File: src/rtl/event_encoder4x2.sv
// event_encoder4x2: turns rising edges on four request lines into queued events
// and hands them out one at a time as a 2-bit index over valid/ready.
// Line 0 has the highest priority.
module event_encoder4x2 (
    input  logic       clk,
    input  logic       rst,
    input  logic       en,
    input  logic [3:0] x,
    input  logic       ready,
    input  logic       clr_ovr,
    output logic [1:0] y,
    output logic       valid,
    output logic [3:0] pending,
    output logic [3:0] ovr
);

    logic [3:0] x_q;
    logic [3:0] rise;
    logic       out_free;
    logic [3:0] issue_mask;
    logic [1:0] issue_idx;
    logic       issue_any;

    // Detect new events and choose which pending event moves into the output register
    always_comb begin
        rise       = {4{en}} & x & ~x_q;
        out_free   = ~valid | ready;
        issue_mask = 4'b0000;
        issue_idx  = 2'd0;
        issue_any  = 1'b0;
        if (out_free) begin
            if (pending[0]) begin
                issue_mask = 4'b0001;
                issue_idx  = 2'd0;
                issue_any  = 1'b1;
            end else if (pending[1]) begin
                issue_mask = 4'b0010;
                issue_idx  = 2'd1;
                issue_any  = 1'b1;
            end else if (pending[2]) begin
                issue_mask = 4'b0100;
                issue_idx  = 2'd2;
                issue_any  = 1'b1;
            end else if (pending[3]) begin
                issue_mask = 4'b1000;
                issue_idx  = 2'd3;
                issue_any  = 1'b1;
            end
        end
    end

    // Update the edge history, the pending queue, the output register and the overrun flags
    always_ff @(posedge clk) begin
        if (rst) begin
            x_q     <= 4'b0000;
            pending <= 4'b0000;
            y       <= 2'd0;
            valid   <= 1'b0;
            ovr     <= 4'b0000;
        end else begin
            x_q     <= x;
            pending <= (pending & ~issue_mask) | rise;
            if (out_free) begin
                if (issue_any) begin
                    y     <= issue_idx;
                    valid <= 1'b1;
                end else begin
                    valid <= 1'b0;
                end
            end
            ovr <= (clr_ovr ? 4'b0000 : ovr) | (rise & pending & ~issue_mask);
        end
    end

endmodule

File: config.mk
export PLATFORM = sky130hd
export DESIGN_NAME = event_encoder4x2
export DESIGN_NICKNAME = d
export VERILOG_FILES = /design/src/rtl/event_encoder4x2.sv
export SDC_FILE = /design/constraint.sdc
export NUM_CORES = 1
export LEC_CHECK = 0
export ABC_CLOCK_PERIOD_IN_PS = 1200
export CAP_MARGIN = 25
export CORE_UTILIZATION = 42
export DETAILED_ROUTE_END_ITERATION = 7
export GPL_TIMING_DRIVEN = 0
export PLACE_DENSITY = 0.79
export SYNTH_ARGS = -nofsm -noshare
export SYNTH_HDL_FRONTEND = slang
export SYNTH_SLANG_ARGS = --single-unit
File: constraint.sdc
create_clock -name clk -period 1.2 [get_ports clk]
set_input_delay 0.36 -clock clk [delete_from_list [all_inputs] [get_ports clk]]
set_output_delay 0.36 -clock clk [all_outputs]
set_load 0.02 [all_outputs]
* Word level (Yosys, flattened, before mapping)
Cells that the tools add are included.
Cells by class: multiplexer cells 16, bitwise logic cells 11, reductions and logical operators 1
Operator list (number):
- 4-bit two-way mux | 6
- 4-bit AND | 5
- 2-bit two-way mux | 4
- 4-bit NOT | 2
- 4-bit OR | 2
- 1-bit two-way mux | 6
- 2-bit AND reduction | 1
- 1-bit NOT | 1
- 1-bit OR | 1
Storage, ports and cells: flip-flop bits (word level) 15, input port bits 9, output and inout port bits 11, word-level logic and storage cells 33

* Longest topological paths before layout
Gate-level depths: netlist (run 1).
depth in word-level cells 8, gate-level depth with buffers 3, mapped depth without buffers 3

* Worst setup path after synthesis (run 1)
Ideal clock, no wire load.
kind reg-to-reg, start point register valid, end point register ovr[3], library setup time 0.088 ns, arrival time 0.979 ns, required time 1.112 ns, setup slack 0.133 ns, stages on the path, launching flop included 4, period minus slack after synthesis 1.067 ns, path through dfxtp_1 -> and2b_4 -> nor3_2 -> o32ai_2
On the way: longest elaborated chain between the ends 6
RTL lines:
- start, declared | line 12 | output logic valid,
- start signal, assigned | line 58 | valid <= 1'b0;
- start signal, assigned | line 66 | valid <= 1'b1;
- start signal, assigned | line 68 | valid <= 1'b0;
- 1-bit NOT | line 27 | out_free = ~valid | ready;
- 1-bit OR | line 27
- 4-bit two-way mux | line 31 | if (out_free) begin
- 4-bit NOT | line 71 | ovr <= (clr_ovr ? 4'b0000 : ovr) | (rise & pending & ~issue_mask);
- 4-bit AND | line 71
- 4-bit OR | line 71
- end signal, assigned | line 71
- end, declared | line 14 | output logic [3:0] ovr
No other way between the ends. A chain may end at the register's enable or synchronous reset.

* Worst setup path after layout (run 1)
start point register pending[3], end point output pending[3]
RTL lines:
- start, declared | line 13 | output logic [3:0] pending,
- start signal, assigned | line 62 | pending <= (pending & ~issue_mask) | rise;
No word-level cell between the ends.

==> results.md, run 1 <==
* Clk root buf: clkbuf_4
* Area grow syn2layout at 39.3%
* Setup slack after placement at -0.383 ns
* CP delay by family, top: flip-flops
* DR WL/cell at 12.9 um
* Synth area leaders: dfxtp_1, nor2b_1, nand3b_1
* CTS hold repair buffers at 0
* Fmax at 855 MHz
* Fill count at 127
* Vias in the first global route at 458
* Residual DRC count at 0
* CP peak stage delay at 0.37 ns
* I/O pin count at 20
* Remaining Overflow, GRT at 0
* Post-Synthesis Cells at 56
* Core Region at between 1000 and 1500 sq um
* Final hold violation count at 0
* Status: finished, final reports clean
* Worst hold path class: primary input to register
* Num rows at 13
* Yosys warnings at 0
* H-tree depth at 1
* Antenna viol nets, final at 0
* Final max-slew violation count at 0
* FF+latch count, synth at 15
* CP Class: register to output port
* Maxcap violations at 0
* Hold WS at 0.449 ns
* Synth area leader: dfxtp_1
* Die area at 1540 sq um
* Routed WL at 1250 um
* Placed Instances at 90
* Die height at a little under 40 um
* Syn Nets at 65
* Worst-path maximum fanout at 6
* Sequential cell area at 314 sq um
* Power after layout at roughly 970 uW
* Die X-Extent at about 40 um
* N_diodes at 0
* TritonCTS clock tree: built
* CP required at approximately 0.84 ns
* Setup WS post-layout at a little over 0.03 ns
* Fin cells at 97
* Final Core Density at 62.4%
* Largest net degree at the start of global routing at 11
* Post-DP HPWL at 931 um
* CP Cell Sequence: buf_4
* VDD IR-drop max at 0.758 mV
* Initial core utilization at 44.8%
* Setup crit end kind: output port
* Worst setup SP type: register
* Multi-input logic area at 267 sq um
* Cell Pwr Density at 1200 nW/um^2
* Leak at between 0.3 and 0.4 nW
* Starting DRT DRC Count at 1
* Final Cycle Share at between 90 and 100%
* Routed vias at 516
* Share of the synthesized area in the top cell type at 51.5%
* Register area share after synthesis at between 50% and 60%
* Worst Path Arrival at 0.81 ns
* DR pass1 iterations at 2
* Clk sinks at 15
* Fin area at 812 sq um
* Setup TNS at 0 ns
* Initial antenna violation count at 0
* Tightest Pin Transition at 0.278 ns
* Port bufs at 19
* Min Tclk post-route at 1.17 ns
* Clk_skew at 0.0114 ns
* Clock transition at the registers of the reported paths at approximately 0.1 ns
* Distinct cells, synth at 25
* Post-Place Cell Area at 792 sq um
* Total GRT Usage at 19.1%
* Commonest non-fill, non-tap cell in the layout: dfxtp_1
* Clk buf depth at 2
* GPL Wtd Cong at 0.719
* DR vias/cell at 5.32
* CTS Buf Count at 3
* Worst slew margin at 81.5%
* Layout cells sized above 1 at 37.8%
* Most frequent cells in the layout: dfxtp_1, buf_4, buf_2, nor2b_1
* Clk_lat worst skew at approximately 0.28 ns
* First-pass GRT wire length at 1940 um
* Slowest stage cell, crit path: dfxtp_4
* Synthesized area per cell at roughly 10 sq um
* Final setup fails at 0
* RSZ-0062 raised after global routing: false
* Synth Cell Area at 583 sq um
* Fin nets at 92
* Buf/Inv on CP at 1
## cells by family (layout without fill, tap and decap cells)
| group | count (synthesis) | in the layout | share of synthesized area [%] |
|---|---|---|---|
| and+or+nand+nor | 21 | 21 | 25.8 |
| AOI/OAI and AO/OA | 16 | 16 | 20.0 |
| buffers and inverters | 4 | 30 | 2.79 |
| DFF | 15 | 15 | 51.5 |
## registers in the layout (all words and copies together), names as in the netlist
register,flops
ovr,4
pending,4
valid,1
x_q,4
y,2
## power by group
group / switching, mW / internal (mW)
Combinational: 0.0781 / 0.0761
Clock: 0.158 / 0.123
Sequential: 0.0161 / 0.519
## Yosys cell counts
cell type,instances
nand2b_1,2
inv_1,3
a221oi_2,1
o21ai_1,1
o211ai_1,1
nand2_1,1
o32a_1,1
or2_1,1
nor2_1,1
or3b_2,2
o22ai_1,1
o21ai_0,3
buf_2,1
nor4_1,1
nor3_1,1
nand2b_4,1
o31ai_1,2
nor2b_1,5
nand3b_1,4
a31oi_1,1
o32ai_2,1
dfxtp_1,15
and2b_4,1
a21oi_1,4
nor3_2,1
## layout make-up
cell class,instances,share of cell area (%)
flip-flops and latches,15,38.7
multi-input cells,37,32.8
repair buffers,22,20.8
clock buffers,3,2.77
well taps,15,2.31
inverters,3,1.39
clock inverters,1,0.616
plain buffers,1,0.616
## path summary, 6_finish.rpt
path	to	start	cells after the start	slack [ns]
setup / recovery	pending[3]	pending[3]	1	0.03
hold / removal	pending[2]	en	3	0.45
setup reg to reg	y[0]	pending[2]	4	0.14
hold reg to reg	y[1]	y[1]	2	0.49
## per-layer routing
metal | GRT usage (%) | routed length (um) | vias to the layer above
li1 | - | - | 255
met1 | 24.5 | 549 | 244
met2 | 30.0 | 628 | 15
met3 | 5.11 | 59 | 2
met4 | 7.76 | 11 | 0
met5 | 0 | 0 | -
## what timing repair did
action / 4_1_cts / 5_1_grt
buffers inserted: 1 / 2
setup endpoints to repair: 16 / 6
gates resized for setup: 56 / 6
pin swaps: 1 / 0
No activity file was read; power rests on OpenSTA's default activity.
==> run 2, diff against run 1 <==
CAP_MARGIN = default   (was 25)
CTS_CLUSTER_DIAMETER = 40   (was default)
==> results of run 2 <==
Final layout, timing and power as in run 1 (identical DEF).
==> run 3, diff against run 2 <==
CORE_ASPECT_RATIO = 0.9   (was default)
CORE_UTILIZATION = 40   (was 42)
CTS_CLUSTER_DIAMETER = 50   (was 40)
PLACE_DENSITY = 0.76   (was 0.79)
==> results.md, run 3 (synthesized netlist as in run 1, its figures left out) <==
* Global routing usage on met2 at 25.8% (-4.2 points)
* Routed WL at 1180 um (-5.4%)
* Initial core utilization at 45.2% (+0.35 points)
* Clk root buf: clkbuf_4
* Most Crowded Layer GR: met2
* Clk sinks at 15 (unchanged)
* Min Tclk post-route at 1.17 ns (+0.00302 ns)
* Setup slack after placement at -0.374 ns (+0.00950 ns)
* Flop2flop setup slack at 0.13 ns (about the same)
* Fin nets at 89 (-3.3%)
* Maxcap violations at 0 (unchanged)
* Commonest non-fill, non-tap cell in the layout: dfxtp_1
* Slowest stage cell, crit path: dfxtp_4
* Sw Share at 25.8% (-0.21 points)
* Largest net degree at the start of global routing at 11 (unchanged)
* Die X-Extent at 42.2 um (+7.6%)
* Die area at 1610 sq um (+4.8%)
* Routed vias at 487 (-5.6%)
* Post-DP HPWL at 858 um (-7.8%)
* N_diodes at 0 (unchanged)
* Remaining Overflow, GRT at 0 (unchanged)
* Core Region at 1290 sq um (-0.77%)
* Cell Pwr Density at 1210 nW/um^2 (+1.1%)
* Int Pwr at 722 uW (+0.46%)
* Residual DRC count at 0 (unchanged)
* Reg2reg path depth at 3 (-1)
* RSZ-0062 raised after global routing: true
* Port bufs at 19 (unchanged)
* DR vias/cell at 5.24 (-1.6%)
* Initial antenna violation count at 0 (unchanged)
* Final setup fails at 0 (unchanged)
* Register share of total power at 55.3% (+0.2 points)
* First-pass GRT wire length at 1920 um (-1.0%)
* Largest regs: ovr (4), pending (4), x_q (4)
* Antenna viol nets, final at 0 (unchanged)
* Comb pwr share at 15.4% (-0.5 points)
* Vias in the first global route at 423 (-7.6%)
* Worst setup SP type: register
* Final hold violation count at 0 (unchanged)
* Most frequent cells in the layout: dfxtp_1, buf_2, nor2b_1
* Status: finished, final reports clean
* VDD IR-drop max at 0.677 mV (-11%)
* Setup crit end kind: output port
* Post-Place Cell Area at 791 sq um (-0.16%)
* CP Cell Sequence: buf_6
* R2R Path End: ovr[2]
* Hold Path Stages at 3 (unchanged)
* Layout cells sized above 1 at 35.4% (-2.4 points)
* Switching power at 251 uW (-0.63%)
* Met3 usage at 2.83% (-2.3 points)
* Clk_skew at 0.00312 ns (-0.00833 ns)
* Clock power frac at 29.3% (+0.3 points)
* DR pass1 iterations at 4 (+2)
* RR Startpoint: pending[0]
* HP Start: ready
* Final max-slew violation count at 0 (unchanged)
* DR WL/cell at 12.7 um (-1.4%)
* Tightest Pin Transition at 0.283 ns (+0.00554 ns)
* TritonCTS clock tree: built
* Total GRT Usage at 16.5% (-2.6 points)
* Met1 Resource Use GR at 21.8% (-2.6 points)
* Worst slew margin at 80.9% (-0.54 points)
* Clock transition at the registers of the reported paths at 0.09 ns (about the same)
* Worst hold path class: primary input to register
* Worst-path maximum fanout at 7 (+1)
* Final Cycle Share at 97.7% (+0.25 points)
* Fin area at 805 sq um (-0.92%)
* GPL Wtd Cong at 0.711 (-1.0%)
* Worst Path Arrival at 0.81 ns (about the same)
* Area grow syn2layout at 38.0%
* Worst Hold End: y[1]
* Hold WS at 0.438 ns (-0.0107 ns)
* Num rows at 12 (-1)
* Clk_lat worst skew at 0.27 ns (about the same)
* Setup WS post-layout at 0.0277 ns (-0.00302 ns)
* Buf/Inv on CP at 1 (unchanged)
* CTS Buf Count at 3 (unchanged)
* CP required at 0.84 ns (about the same)
* Die height at 38.2 um (-2.6%)
* I/O pin count at 20 (unchanged)
* CP Class: register to output port
* CP peak stage delay at 0.41 ns (+0.04 ns)
* CTS hold repair buffers at 0 (unchanged)
* Starting DRT DRC Count at 4 (+3)
* Setup crit start: pending[2]
* H-tree depth at 1 (unchanged)
* Leak at 0.330 nW (-2.3%)
* CP delay by family, top: flip-flops
* Fmax at 853 MHz (-0.26%)
* Clk buf depth at 2 (unchanged)
run 3: per-stage QoR:
| step | TNS, ns | total power [mW] | util (%) | cells |
|---|---|---|---|---|
| 3_5_place_dp | -4.60 | 0.707 | 61.2 | 89 |
| 4_1_cts | 0 | 0.965 | 59.5 | 93 |
| 6_report | 0 | 0.972 | 62.3 | 93 |
| 5_1_grt | -0.00368 | 1.02 | 62.3 | 93 |
| 3_3_place_gp | -4.44 | 0.704 | 61.2 | 89 |
| 2_1_floorplan | 0 | 0.629 | - | 56 |
run 3: routing by layer:
layer	part of all wire, %	vias to the layer above
li1	-	253
met1	48	217
met2	46	15
met3	5.1	2
met4	0.93	0
met5	0	-
run 3: power groups by stage:
stage / combinational, mW / clock [mW] / sequential, mW
after floorplan: 0.0615 / 0 / 0.568
after global placement: 0.155 / 0 / 0.549
after detailed placement: 0.156 / 0 / 0.551
after CTS: 0.141 / 0.283 / 0.541
after global routing: 0.164 / 0.312 / 0.542
final: 0.150 / 0.285 / 0.538
run 3: how the worst max path moves through the flow:
stage	cells past startpoint	endpoint	slack, ns
5_1_grt	1	pending[2]	-0.004
6_report	1	pending[2]	0.03
4_1_cts	4	pending[3]	0.001
3_3_place_gp	3	ovr[1]	-0.37
2_1_floorplan	3	ovr[3]	0.13
3_5_place_dp	3	ovr[1]	-0.37
run 3: area by class of cell:
| type | count | area, sq um |
|---|---|---|
| flip-flops and latches | 15 | 314 |
| inverters | 3 | 11.3 |
| plain buffers | 1 | 5.00 |
| multi-input cells | 37 | 277 |
| repair buffers | 19 | 154 |
| fillers | 129 | 487 |
| well taps | 14 | 17.5 |
| clock buffers | 4 | 26.3 |
run 3: repair_timing:
item | in CTS | in global routing
setup buffers | 0 | 0
pin swaps | 0 | 2
setup endpoints to repair | 16 | 12
resized for setup | 53 | 12
